[config.mk]
export PLATFORM = sky130hd
export DESIGN_NAME = fht_loader
export DESIGN_NICKNAME = d
export VERILOG_FILES = /design/src/rtl/fht_loader.sv
export SDC_FILE = /design/constraint.sdc
export NUM_CORES = 1
export LEC_CHECK = 0
export ABC_AREA = 1
export CAP_MARGIN = 20
export CORE_MARGIN = 8
export CORE_UTILIZATION = 30
export CTS_CLUSTER_DIAMETER = 80
export DETAILED_ROUTE_END_ITERATION = 8
export PLACE_DENSITY = 0.64
export REMOVE_ABC_BUFFERS = 1
export SLEW_MARGIN = 20
export SYNTH_ARGS = -nofsm -noshare
export SYNTH_HDL_FRONTEND = slang
export SYNTH_SLANG_ARGS = --single-unit
export TNS_END_PERCENT = 10
[constraint.sdc]
create_clock -name iCLK -period 3.5 [get_ports iCLK]
set_input_delay 0.525 -clock iCLK [delete_from_list [all_inputs] [get_ports iCLK]]
set_output_delay 0.525 -clock iCLK [all_outputs]
set_load 0.05 [all_outputs]
[src/rtl/fht_loader.sv]
// Input-side writer for the FHT core: takes a real-sample stream, scatters it
// bit-reversed across four RAM banks, then kicks fht_control and reports completion.
module fht_loader #(
    parameter int A_BIT = 9,
    parameter int D_BIT = 16,
    parameter int N_LOG = 11
) (
    input  logic             iCLK,
    input  logic             iRESET,
    input  logic             iLOAD,
    input  logic [D_BIT-1:0] iDATA,
    input  logic             iVALID,
    output logic             oREADY,
    output logic [A_BIT-1:0] oADDR_WR,
    output logic [D_BIT-1:0] oDATA_WR,
    output logic [3:0]       oWE,
    output logic             oSTART,
    input  logic             iFHT_RDY,
    output logic             oBUSY,
    output logic             oDONE
);

    typedef enum logic [2:0] {
        S_IDLE,
        S_LOAD,
        S_FLUSH,
        S_KICK,
        S_WAIT,
        S_FIN
    } state_t;

    state_t           state;
    state_t           state_nx;
    logic [N_LOG-1:0] k;
    logic [N_LOG-1:0] k_rev;
    logic [1:0]       wait_cnt;
    logic [1:0]       wait_inc;
    logic             accept;
    logic             busy;
    logic [3:0]       we;
    logic [A_BIT-1:0] addr;
    logic [D_BIT-1:0] data;

    always_comb begin
        k_rev = '0;
        for (int unsigned i = 0; i < N_LOG; i++) begin
            k_rev[i] = k[N_LOG-1-i];
        end
    end

    assign accept = iVALID && (state == S_LOAD);

    // wait_cnt holds completed WAIT cycles; wait_inc includes the current one,
    // so RDY is first honoured on the second WAIT cycle.
    assign wait_inc = (wait_cnt == 2'd2) ? 2'd2 : wait_cnt + 2'd1;

    always_comb begin
        state_nx = state;
        unique case (state)
            S_IDLE:  if (iLOAD) state_nx = S_LOAD;
            S_LOAD:  if (accept && (k == '1)) state_nx = S_FLUSH;
            S_FLUSH: state_nx = S_KICK;
            S_KICK:  state_nx = S_WAIT;
            S_WAIT:  if ((wait_inc == 2'd2) && iFHT_RDY) state_nx = S_FIN;
            S_FIN:   state_nx = S_IDLE;
            default: state_nx = S_IDLE;
        endcase
    end

    always_ff @(posedge iCLK) begin
        if (iRESET) begin
            state    <= S_IDLE;
            k        <= '0;
            wait_cnt <= '0;
            busy     <= 1'b0;
            we       <= '0;
            addr     <= '0;
            data     <= '0;
        end else begin
            state    <= state_nx;
            busy     <= (state_nx != S_IDLE);
            wait_cnt <= (state == S_WAIT) ? wait_inc : 2'd0;
            we       <= '0;
            if (accept) begin
                k    <= k + N_LOG'(1);
                we   <= 4'b0001 << k_rev[N_LOG-1:A_BIT];
                addr <= k_rev[A_BIT-1:0];
                data <= iDATA;
            end
        end
    end

    assign oREADY   = (state == S_LOAD);
    assign oSTART   = (state == S_KICK);
    assign oDONE    = (state == S_FIN);
    assign oBUSY    = busy;
    assign oWE      = we;
    assign oADDR_WR = addr;
    assign oDATA_WR = data;

endmodule

; ---- Word level (Yosys, flattened, before mapping)
; Index checks and enable logic that the tools add are counted.
; Widths: inputs -> output; s select.
[op_classes]
bitwise_logic = 2
n_eq_ne = 8
add_sub_neg = 2
muxes = 5
shift = 1
reduce_logical = 7
[ops]
columns = op, count
row1 = $pmux 3 s5, 1
row2 = $add 11x1->11 const B, 1
row3 = $eq 11x11->1 const B, 1
row4 = $mux 3, 3
row5 = $eq 3x2->1 const B, 2
row6 = $eq 3x3->1 const B, 2
row7 = $eq 2x2->1 const B, 2
row8 = $reduce_or 2->1, 2
row9 = $shl 1x2->4 const A, 1
row10 = $eq 3x1->1 const B, 1
row11 = $logic_and 1x1->1, 3
row12 = $logic_not 3->1, 1
row13 = $reduce_bool 3->1, 1
row14 = $add 2x1->2 const B, 1
row15 = $mux 2, 1
row16 = $not 1->1, 2
[totals]
wordCells = 32
output_inout_bits = 33
register_bits = 46

; ---- Longest topological paths before layout
[logic_depth]
ltp_word = 7
depth_mapped = 9
depth_no_buf = 9

; ---- Least setup slack after synthesis
; No wires, ideal clock.
[synth_timing]
path_kind = flip-flop to output port
start = register state[0]
end = output port oDONE
setup_slack_ns = 1.470
t_arrival_ns = 1.505
required_time_ns = 2.975
path_stages_with_launch = 3
path_buffers = 0
path_cell_list = dfxtp_1 -> inv_1 -> nor3_1
[synth_via]
elab_chain_cells = 1
[synth_lines]
columns = item, line_no
row1 = start: declaration, 32  ; state_t state;
row2 = start signal: assignment, 80  ; state <= state_nx;
row3 = $eq 3x3->1, 95  ; assign oDONE = (state == S_FIN);
row4 = end: declaration, 20  ; output logic oDONE
; Every way passes these cells.

; ---- Final worst setup path
[layout_timing]
start = register state[2]
end = output port oREADY
[layout_via]
elab_chain_cells = 1
[layout_lines]
columns = item, line_no
row1 = $eq 3x1->1, 93  ; assign oREADY = (state == S_LOAD);
row2 = end: declaration, 13  ; output logic oREADY,
; Every way passes these cells.

==> impl_metrics.py <==
metrics = {
    "logic_synthesis": {
        "ys_seq_elements": 46,
        "synth_top_cell_by_area": "dfxtp_1",
        "ys.warnings.count": 0,
        "synthesis.area_per_instance_um2": 7.401,
        "ys_seq_area_share_pct": 50.17,
        "synth_enable_flop_cells": 0,
        "postSynth.topFlopCell": "dfxtp_1",
        "syn_inst": 248,
        "yosysMostFrequentCell": "nor2_1",
        "synth_top_cell_area_share_pct": 50.17,
        "synth_common_cells": "nor2_1 (55), dfxtp_1 (46), nand2_1 (32)",
        "synthDistinctLibCells": 24,
        "synthArstFlopShare_pct": 0,
        "synth_area_um2": 1836,
        "synth.area.top_cells": "dfxtp_1 (50%), nor2_1 (11%), o21ai_0 (7.4%)",
    },
    "clock_network": {
        "cts_root_buf": "clkbuf_8",
        "cts-resized-gates": 0,
        "clk_pin_slew_ps": 80,
        "postCtsSetupRepairBufs": 0,
        "clock_latency_ps": 290,
        "cts_inserted_buffers": 5,
        "cts_tree": "done",
        "postCtsHoldBufs": 0,
        "cts_num_sinks": 46,
        "htreeDepth": 2,
        "cts_buffer_depth": 2,
    },
    "power_and_ir_drop": {
        "p_per_area_nw_per_um2": 450.0,
        "p_leak_nw": 0.9722,
        "peakVddDrop_mv": 0.1796,
    },
    "timing": {
        "setup_violations": 0,
        "drv_slew": 0,
        "rsz0062_at_grt": "false",
        "hold_violations": 0,
        "min_period_ps": 2334,
        "fin_tns_setup_ps": 0,
        "fmax_mhz": 428.4,
        "relSlewSlack_pct": 45.95,
        "worstMarginPinSlew_ps": 809.8,
        "finalCritPeriodShare_pct": 66.69,
        "skew_ps": 6.882,
        "holdWs_ps": 472.5,
    },
    "layout": {
        "drive_gt1_share_pct": 4.000,
        "fill_cells": 612,
        "n_antenna_cell": 0,
        "fin_nets": 322,
        "area_growth_pct": 37.22,
    },
    "hold_path": {
        "worstHoldStart": "oADDR_WR[7]",
        "hp-class": "flip-flop to flip-flop",
        "holdPathStages": 2,
        "min_to": "oADDR_WR[7]",
    },
    "place": {
        "port-buffer-count": 53,
        "hpwl_um": 3015,
        "gp_congestion": 0.7723,
    },
    "die": {
        "start_util_pct": 31.00,
        "fp.coreArea_um2": 5921,
        "die_w_um": 94.22,
        "io_pins": 54,
        "die_h_um": 94.22,
        "rows": 28,
        "dieArea_um2": 8877,
    },
    "grt": {
        "antenna_found_initial": 0,
        "overflow": 0,
        "grt_usage_pct": 9.638,
        "grt_first_pass_wirelength_um": 6906,
        "grt_pass1_vias": 1545,
        "grt_max_degree": 34,
    },
    "drt": {
        "drc": 0,
        "drt_pre_antenna_iters": 4,
        "ant_nets": 0,
        "viasPerCell": 4.501,
        "avgRoutedWirePerCell_um": 11.28,
        "num_vias": 1688,
        "drt_iter0_drc": 108,
        "routed_wirelength_um": 4231,
    },
    "setup_path": {
        "crit_fanout": 6,
        "crit_family": "buffers and inverters",
        "rrSetupSlack_ps": 1700,
        "crit_slowest_cell": "clkdlybuf4s50_1",
        "critical-path-max-stage-delay_ps": 810,
        "cp_data_required_time_ps": 2970,
        "r2r-end": "oBUSY",
        "path_common_cell": "inv_1",
        "crit_buf_inv": 3,
        "worstSetupPathType": "flip-flop to output port",
        "rr_startpoint": "state[2]",
        "cp-start-kind": "flip-flop",
        "reg2regPathDepth": 9,
        "endpoint_kind": "output port",
        "critPathArrivalTime_ps": 1810,
        "path_cells": "inv_1 > nand3_1 > inv_1 > clkdlybuf4s50_1",
    },
    "flow_run": {
        "maxCapViolations": 0,
    },
    "outcome": {
        "outcome": "finished clean",
    },
}
[worst max-delay path by stage]
| stage | start | cells after the start | end | slack, ps |
|---|---|---|---|---|
| 5_1_grt | state[0] | 3 | oDONE | 1030 |
| 2_1_floorplan | state[0] | 2 | oDONE | 1470 |
| 3_3_place_gp | iRESET | 4 | k[1] | 1090 |
| 3_5_place_dp | iRESET | 4 | k[1] | 1010 |
| 6_report | state[2] | 4 | oREADY | 1170 |
| 4_1_cts | state[2] | 4 | oREADY | 1160 |
[layer usage]
layer	global-route usage [%]	part of all wire, %
met5	0	0
met4	3.567	1.3
met3	4.317	7.8
met2	15.93	48
met1	10.58	43
[cell usage in the layout, fill, tap and decap left out, types with 2 or more instances in the layout]
cell | synthesis | layout
nor3_1 | 8 | 8
nor2_1 | 55 | 55
clkdlybuf4s50_1 | 0 | 53
clkinv_2 | 0 | 2
nand3_1 | 10 | 10
nand2_1 | 32 | 32
inv_1 | 29 | 29
o21ai_1 | 2 | 2
nand4_1 | 2 | 2
ha_1 | 2 | 2
a21oi_1 | 15 | 15
clkbuf_8 | 0 | 5
o21bai_1 | 2 | 2
o21ai_0 | 27 | 27
o21a_1 | 2 | 2
dfxtp_1 | 46 | 46
[per-stage QoR]
step                total power [mW]  cells  instance area (µm²)  utilization (%)  setup WS [ps]
floorplan                     0.6863    238                 1778                -           1470
global placement              0.7648    367                 2410            40.70           1089
detailed placement            0.7660    367                 2410            40.70           1009
CTS                            1.153    375                 2519            42.54           1155
global route                   1.189    375                 2519            42.54           1032
finish                         1.133    375                 2519            42.54           1166
[logic make-up after synthesis]
kind of cell             count (synthesis)  share of synthesized area [%]
AND/OR/NAND/NOR                        110                          24.81
flip-flops                              46                          50.17
AO/OA/AOI/OAI                           50                          14.38
buffers and inverters                   40                          9.270
adder cells (fa/ha/maj)                  2                          1.363
[where the power goes]
| part | internal (mW) | switching [mW] | leakage [nW] |
|---|---|---|---|
| Combinational | 0.0709 | 0.122 | 0.540 |
| Sequential | 0.545 | 0.0125 | 0.374 |
| Clock | 0.210 | 0.172 | 0.0579 |
[tightest hold or removal path, delay by kind of cell (launching register included)]
| kind | cells | cell delay, ps |
|---|---|---|
| simple gates | 1 | 60 |
| flops | 1 | 320 |
| compound gates | 1 | 50 |
[registers in the layout, indices dropped and copies added (netlist names)]
signal    cells
state         3
k            11
oADDR_WR      9
oDATA_WR     16
wait_cnt      2
oWE           4
oBUSY         1
[final cells by class]
type	instances	area (µm²)	area share, %
sequential	46	920.9	36.56
clock buffer	5	68.82	2.732
timing repair buffer	54	538.0	21.36
tap	75	93.84	3.726
inverter	30	112.6	4.471
clock inverter	3	40.04	1.590
multi-input combinational	162	744.5	29.56
No activity file was read; power rests on OpenSTA's default activity.
==> RTL change 1 (config.mk and constraints unchanged) <==
Set the parameter `N_LOG` to 10 (it was 11).
--- a/src/rtl/fht_loader.sv
+++ b/src/rtl/fht_loader.sv
@@ -5,3 +5,3 @@
     parameter int D_BIT = 16,
-    parameter int N_LOG = 11
+    parameter int N_LOG = 10
 ) (
Behaviour: not the same (a bounded check fails within 4 cycles, from zero or initial values and one cycle with iRESET high).
==> RTL change 1 against the unedited design <==
  * Setup slack gained 0.030 ns
  * Sequential cell count down 3
  * Total power decreased by 11%
  * Die area shrank 2.0%
  * Sequential share of layout area fell by 0.62 points
  * Synthesized area down 2.5%
  * Routed wire length down 1.7%
  * Critical path type unchanged
  * Cell area shrank 4.9%
  * Critical path depth shrank 1
  * Largest cell class unchanged
  * Register-to-register slack better by 0.05 ns
==> RTL change 1: results (changes against the unedited design) <==
.. list-table::
   :header-rows: 1

   * - Metric
     - Value
   * - Top post-synthesis cells by area
     - dfxtp_1, nor2_1, o21ai_0
   * - Tot GR Track Use
     - 9.91% (+0.28 points)
   * - Worst EP arrival
     - 1.78 ns (-0.03 ns)
   * - Top flip-flop cell by instance count after synthesis
     - dfxtp_1
   * - Seq/Total Area, Yosys
     - 48.1% (-2.1 points)
   * - Routed via count divided by cell count
     - 4.33 (-3.9%)
   * - Wire length of the first global-routing pass
     - 7.17 mm (+3.8%)
   * - Clk buf depth
     - 2 (unchanged)
   * - Synth Area in Compound Gates
     - 12.4% (-2.0 points)
   * - Count of routing violations after the opening detailed-route iteration
     - 93 (-14%)
   * - Timing endpoint of the critical path
     - oREADY
   * - Asr flop ratio synth
     - 0% (unchanged)
   * - Post-Synth XOR/XNOR Area
     - 0.978% (+0.98 points)
   * - Worst skew pair latency
     - about 0.28 ns
   * - Leakage power total
     - 0.980 nW (+0.80%)
   * - Start-to-end type of the worst setup path
     - flip-flop to output port
   * - Pin count of the biggest net entering global routing
     - 45 (+32%)
   * - Worst hold path type
     - flip-flop to flip-flop
   * - Placed wire-length estimate
     - 2.94 mm (-2.6%)
   * - Path depth of the worst reg2reg path
     - 8 (-1)
   * - Net switching component of the power
     - 0.298 mW (-2.8%)
   * - Number of port buffers
     - 51 (-3.8%)
   * - Hold path startpoint
     - k[6]
   * - Routability-driven placement congestion ratio
     - 0.760 (-1.6%)
   * - Cell chosen for the clock root
     - clkbuf_8
   * - Most common library cells after synthesis
     - nor2_1, dfxtp_1, nand2_1
   * - Per-cell routed wire length
     - 11.5 µm (+1.5%)
   * - Number of flip-flops under the largest register name
     - 16 (unchanged)
   * - Register-to-register setup slack
     - 1.75 ns (+0.05 ns)
   * - Worst r2r src
     - state[0]
   * - Transition time at the pin with the least slew margin
     - 0.821 ns (+0.0110 ns)
   * - Fraction of layout cells with a size suffix above 1
     - 3.47% (-0.53 points)
   * - Nets@finish
     - 312 (-3.1%)
   * - Worst-case vdd ir drop
     - 225 µV (+25%)
   * - Fill cell instance count of the final layout
     - 611 (-0.16%)
   * - Number of clock buffers inserted by TritonCTS
     - 5 (unchanged)
   * - Fin Clk Skew
     - 0.00352 ns (-0.00336 ns)
   * - Number of setup buffers added after CTS
     - 0 (unchanged)
   * - Number of antenna violations at the first check in global routing
     - 0 (unchanged)
   * - Critical R2R Capture
     - k[8]
   * - Number of gates given a new drive strength after cts
     - 0 (unchanged)
   * - Number of unique standard cell types used by synthesis
     - 23 (-4.2%)
   * - Synthesized-area fraction occupied by adder cells
     - 1.40% (+0.034 points)
   * - Vias in the first global route
     - 1577 (+2.1%)
   * - Status
     - complete, no violations
RTL change 1: worst min path at each step:
stage,end,slack (ns),cells after the start
after global routing,k[6],0.53,2
after detailed placement,k[6],0.48,2
after floorplan,k[6],0.45,2
after global placement,k[6],0.48,2
after CTS,k[6],0.49,2
final,k[6],0.50,2
RTL change 1: cell type report:
cell class / count / area share, %
Timing Repair Buffer: 51 / 21.3
Inverter: 29 / 4.65
Multi-Input combinational cell: 159 / 31.1
Sequential cell: 43 / 35.9
Tap cell: 75 / 3.92
Clock buffer: 6 / 3.03
RTL change 1: through the flow:
stage | hold WS (ns) | utilization, % | setup slack (ns) | instances | cell area (µm²)
floorplan | 0.453 | - | 1.84 | 231 | 1720
global placement | 0.477 | 39.7 | 1.29 | 357 | 2320
detailed placement | 0.482 | 39.7 | 1.21 | 357 | 2320
CTS | 0.494 | 40.9 | 1.17 | 363 | 2390
global route | 0.530 | 40.9 | 1.11 | 363 | 2390
finish | 0.497 | 40.9 | 1.20 | 363 | 2390
RTL change 1: power by group through the flow:
stage | Sequential, mW | Combinational (mW) | Clock, mW
floorplan | 0.610 | 0.0507 | 0
global placement | 0.538 | 0.202 | 0
detailed placement | 0.539 | 0.203 | 0
CTS | 0.527 | 0.204 | 0.300
global route | 0.530 | 0.217 | 0.316
finish | 0.527 | 0.202 | 0.285
RTL change 1: per-layer routing:
metal | part of all wire (%) | wire length, µm | vias up | global-route usage, %
met5 | 0 | 0 | - | 0
met4 | 0.50 | 21 | 0 | 2.01
met3 | 12 | 482 | 3 | 5.45
met2 | 43 | 1800 | 48 | 15.6
met1 | 45 | 1860 | 673 | 11.6
li1 | - | - | 847 | -
RTL change 1: logic make-up (layout without fill, tap and decap cells):
| family | Yosys count | count (layout) |
|---|---|---|
| buffers and inverters | 41 | 86 |
| XOR/XNOR | 2 | 2 |
| other | 1 | 2 |
| adder cells (fa/ha/maj) | 2 | 2 |
| flip-flops | 43 | 43 |
| AND/OR/NAND/NOR | 109 | 109 |
| AO/OA/AOI/OAI | 44 | 44 |
RTL change 1: worst max-delay path, stage by stage (launching register included):
cell and delay [ns]:
dfxtp_1 0.46, nand3_4 0.13, inv_1 0.10, clkdlybuf4s50_1 0.80
==> RTL change 2 (same flow settings) <==
Without the edit above. Encoding of `state_t`: now one-hot (6 bits for 6 states).
--- a/src/rtl/fht_loader.sv
+++ b/src/rtl/fht_loader.sv
@@ -22,9 +22,9 @@
 
-    typedef enum logic [2:0] {
-        S_IDLE,
-        S_LOAD,
-        S_FLUSH,
-        S_KICK,
-        S_WAIT,
-        S_FIN
+    typedef enum logic [5:0] {
+        S_IDLE  = 6'b000001,
+        S_LOAD  = 6'b000010,
+        S_FLUSH = 6'b000100,
+        S_KICK  = 6'b001000,
+        S_WAIT  = 6'b010000,
+        S_FIN   = 6'b100000
     } state_t;
Check against the original RTL: no difference found for any inputs over 10 cycles, from zero or initial values and one cycle with iRESET high; not proved beyond that.
==> RTL change 2 against the unedited design <==
  * Cell area rose by 5.7%
  * Routed wire length is 11% higher
  * First-iteration DRC count rose by 0.93%
  * Clock skew increased by 0.0012 ns
  * Setup slack got worse by 0.072 ns
  * Non-clock buffer count unchanged
  * Sequential cell count increased by 3
  * Total power is 8.5% lower
  * Global-route usage is 0.68 points higher
  * Synthesized area is 10% higher
==> RTL change 2: results (changes against the unedited design) <==
.. list-table::
   :header-rows: 1

   * - Metric
     - Value
   * - Status
     - complete, no violations
   * - GR Layer Usage met1
     - 10.9% (+0.36 points)
   * - Number of signal-net inverters in the final layout
     - 24 (-20%)
   * - Flip-flop and latch area
     - 981 µm² (+6.5%)
   * - Placed wire-length estimate
     - 3.24 mm (+7.6%)
   * - Via count
     - 1746 (+3.4%)
   * - Transition time at the pin with the least slew margin
     - 0.877 ns (+0.0673 ns)
   * - Seq/Total Area, Yosys
     - 48.5% (-1.7 points)
   * - Path depth of the worst reg2reg path
     - 6 (-3)
   * - Fraction of area in multi-input gates
     - 32.0% (+2.5 points)
   * - FF+latch count, synth
     - 49 (+6.5%)
   * - Fin Clk Skew
     - 0.00809 ns (+0.00121 ns)
   * - Most common library cells after synthesis
     - nor2_1, dfxtp_1, nand2_1
   * - Synthesized-area fraction occupied by adder cells
     - 1.24% (-0.13 points)
   * - Cell Count Post-Placement
     - 387 (+5.4%)
   * - Pin count of the biggest net entering global routing
     - 32 (-5.9%)
   * - Maximum fanout along the worst path
     - 3 (-3)
   * - Length of routed met2 wiring
     - 2.00 mm (-0.94%)
   * - Routability-driven placement congestion ratio
     - 0.780 (+0.98%)
   * - Antenna cells
     - 0 (unchanged)
   * - Synth Area in Compound Gates
     - 11.9% (-2.5 points)
   * - Leakage power total
     - 1.00 nW (+3.0%)
   * - Nets@finish
     - 337 (+4.7%)
   * - Portion of the layout cell area used by clock cells
     - 3.76% (-0.56 points)
   * - GR met2 Demand/Resource
     - 16.6% (+0.66 points)
   * - Total routed wire length on the met1 layer
     - 2.15 mm (+18%)
   * - Count of routing violations after the opening detailed-route iteration
     - 109 (+0.93%)
   * - Worst EP arrival
     - 1.88 ns (+0.07 ns)
   * - Global-route met3 utilization
     - 5.26% (+0.95 points)
   * - Routed length on met3
     - 477 µm (+44%)
   * - Clk slew on worst S/H paths
     - 0.10 ns (+0.02 ns)
   * - Worst skew pair latency
     - 0.31 ns (+0.02 ns)
   * - Non-filler instance count after layout
     - 395 (+5.3%)
   * - Vias in the first global route
     - 1785 (+16%)
   * - Multi-input gate area in the final layout
     - 853 µm² (+15%)
   * - Count of mapped cells out of synthesis
     - 265 (+6.9%)
   * - Wire length of the first global-routing pass
     - 8.14 mm (+18%)
==> RTL change 2: metrics by stage <==
step | hold WS [ns] | total power, mW | setup slack, ns
after floorplan | 0.441 | 0.637 | 1.39
after detailed placement | 0.463 | 0.686 | 0.954
after global routing | 0.500 | 1.08 | 0.922
after CTS | 0.478 | 1.05 | 1.08
final | 0.477 | 1.04 | 1.09
after global placement | 0.469 | 0.685 | 1.03
==> RTL change 2: final timing paths <==
kind | slack, ns | startpoint | end
min reg2reg | 0.48 | oADDR_WR[7] | oADDR_WR[7]
max | 1.09 | state[1] | oDONE
max reg2reg | 1.61 | state[5] | k[1]
min | 0.48 | oADDR_WR[7] | oADDR_WR[7]
==> RTL change 2: power breakdown <==
part | leakage [nW] | total (mW) | internal, mW | switching (mW)
clock | 0.0518 | 0.365 | 0.164 | 0.201
combinational | 0.554 | 0.0993 | 0.0412 | 0.0581
sequential | 0.396 | 0.573 | 0.567 | 0.00576
total | 1.00 | 1.04 | 0.773 | 0.264
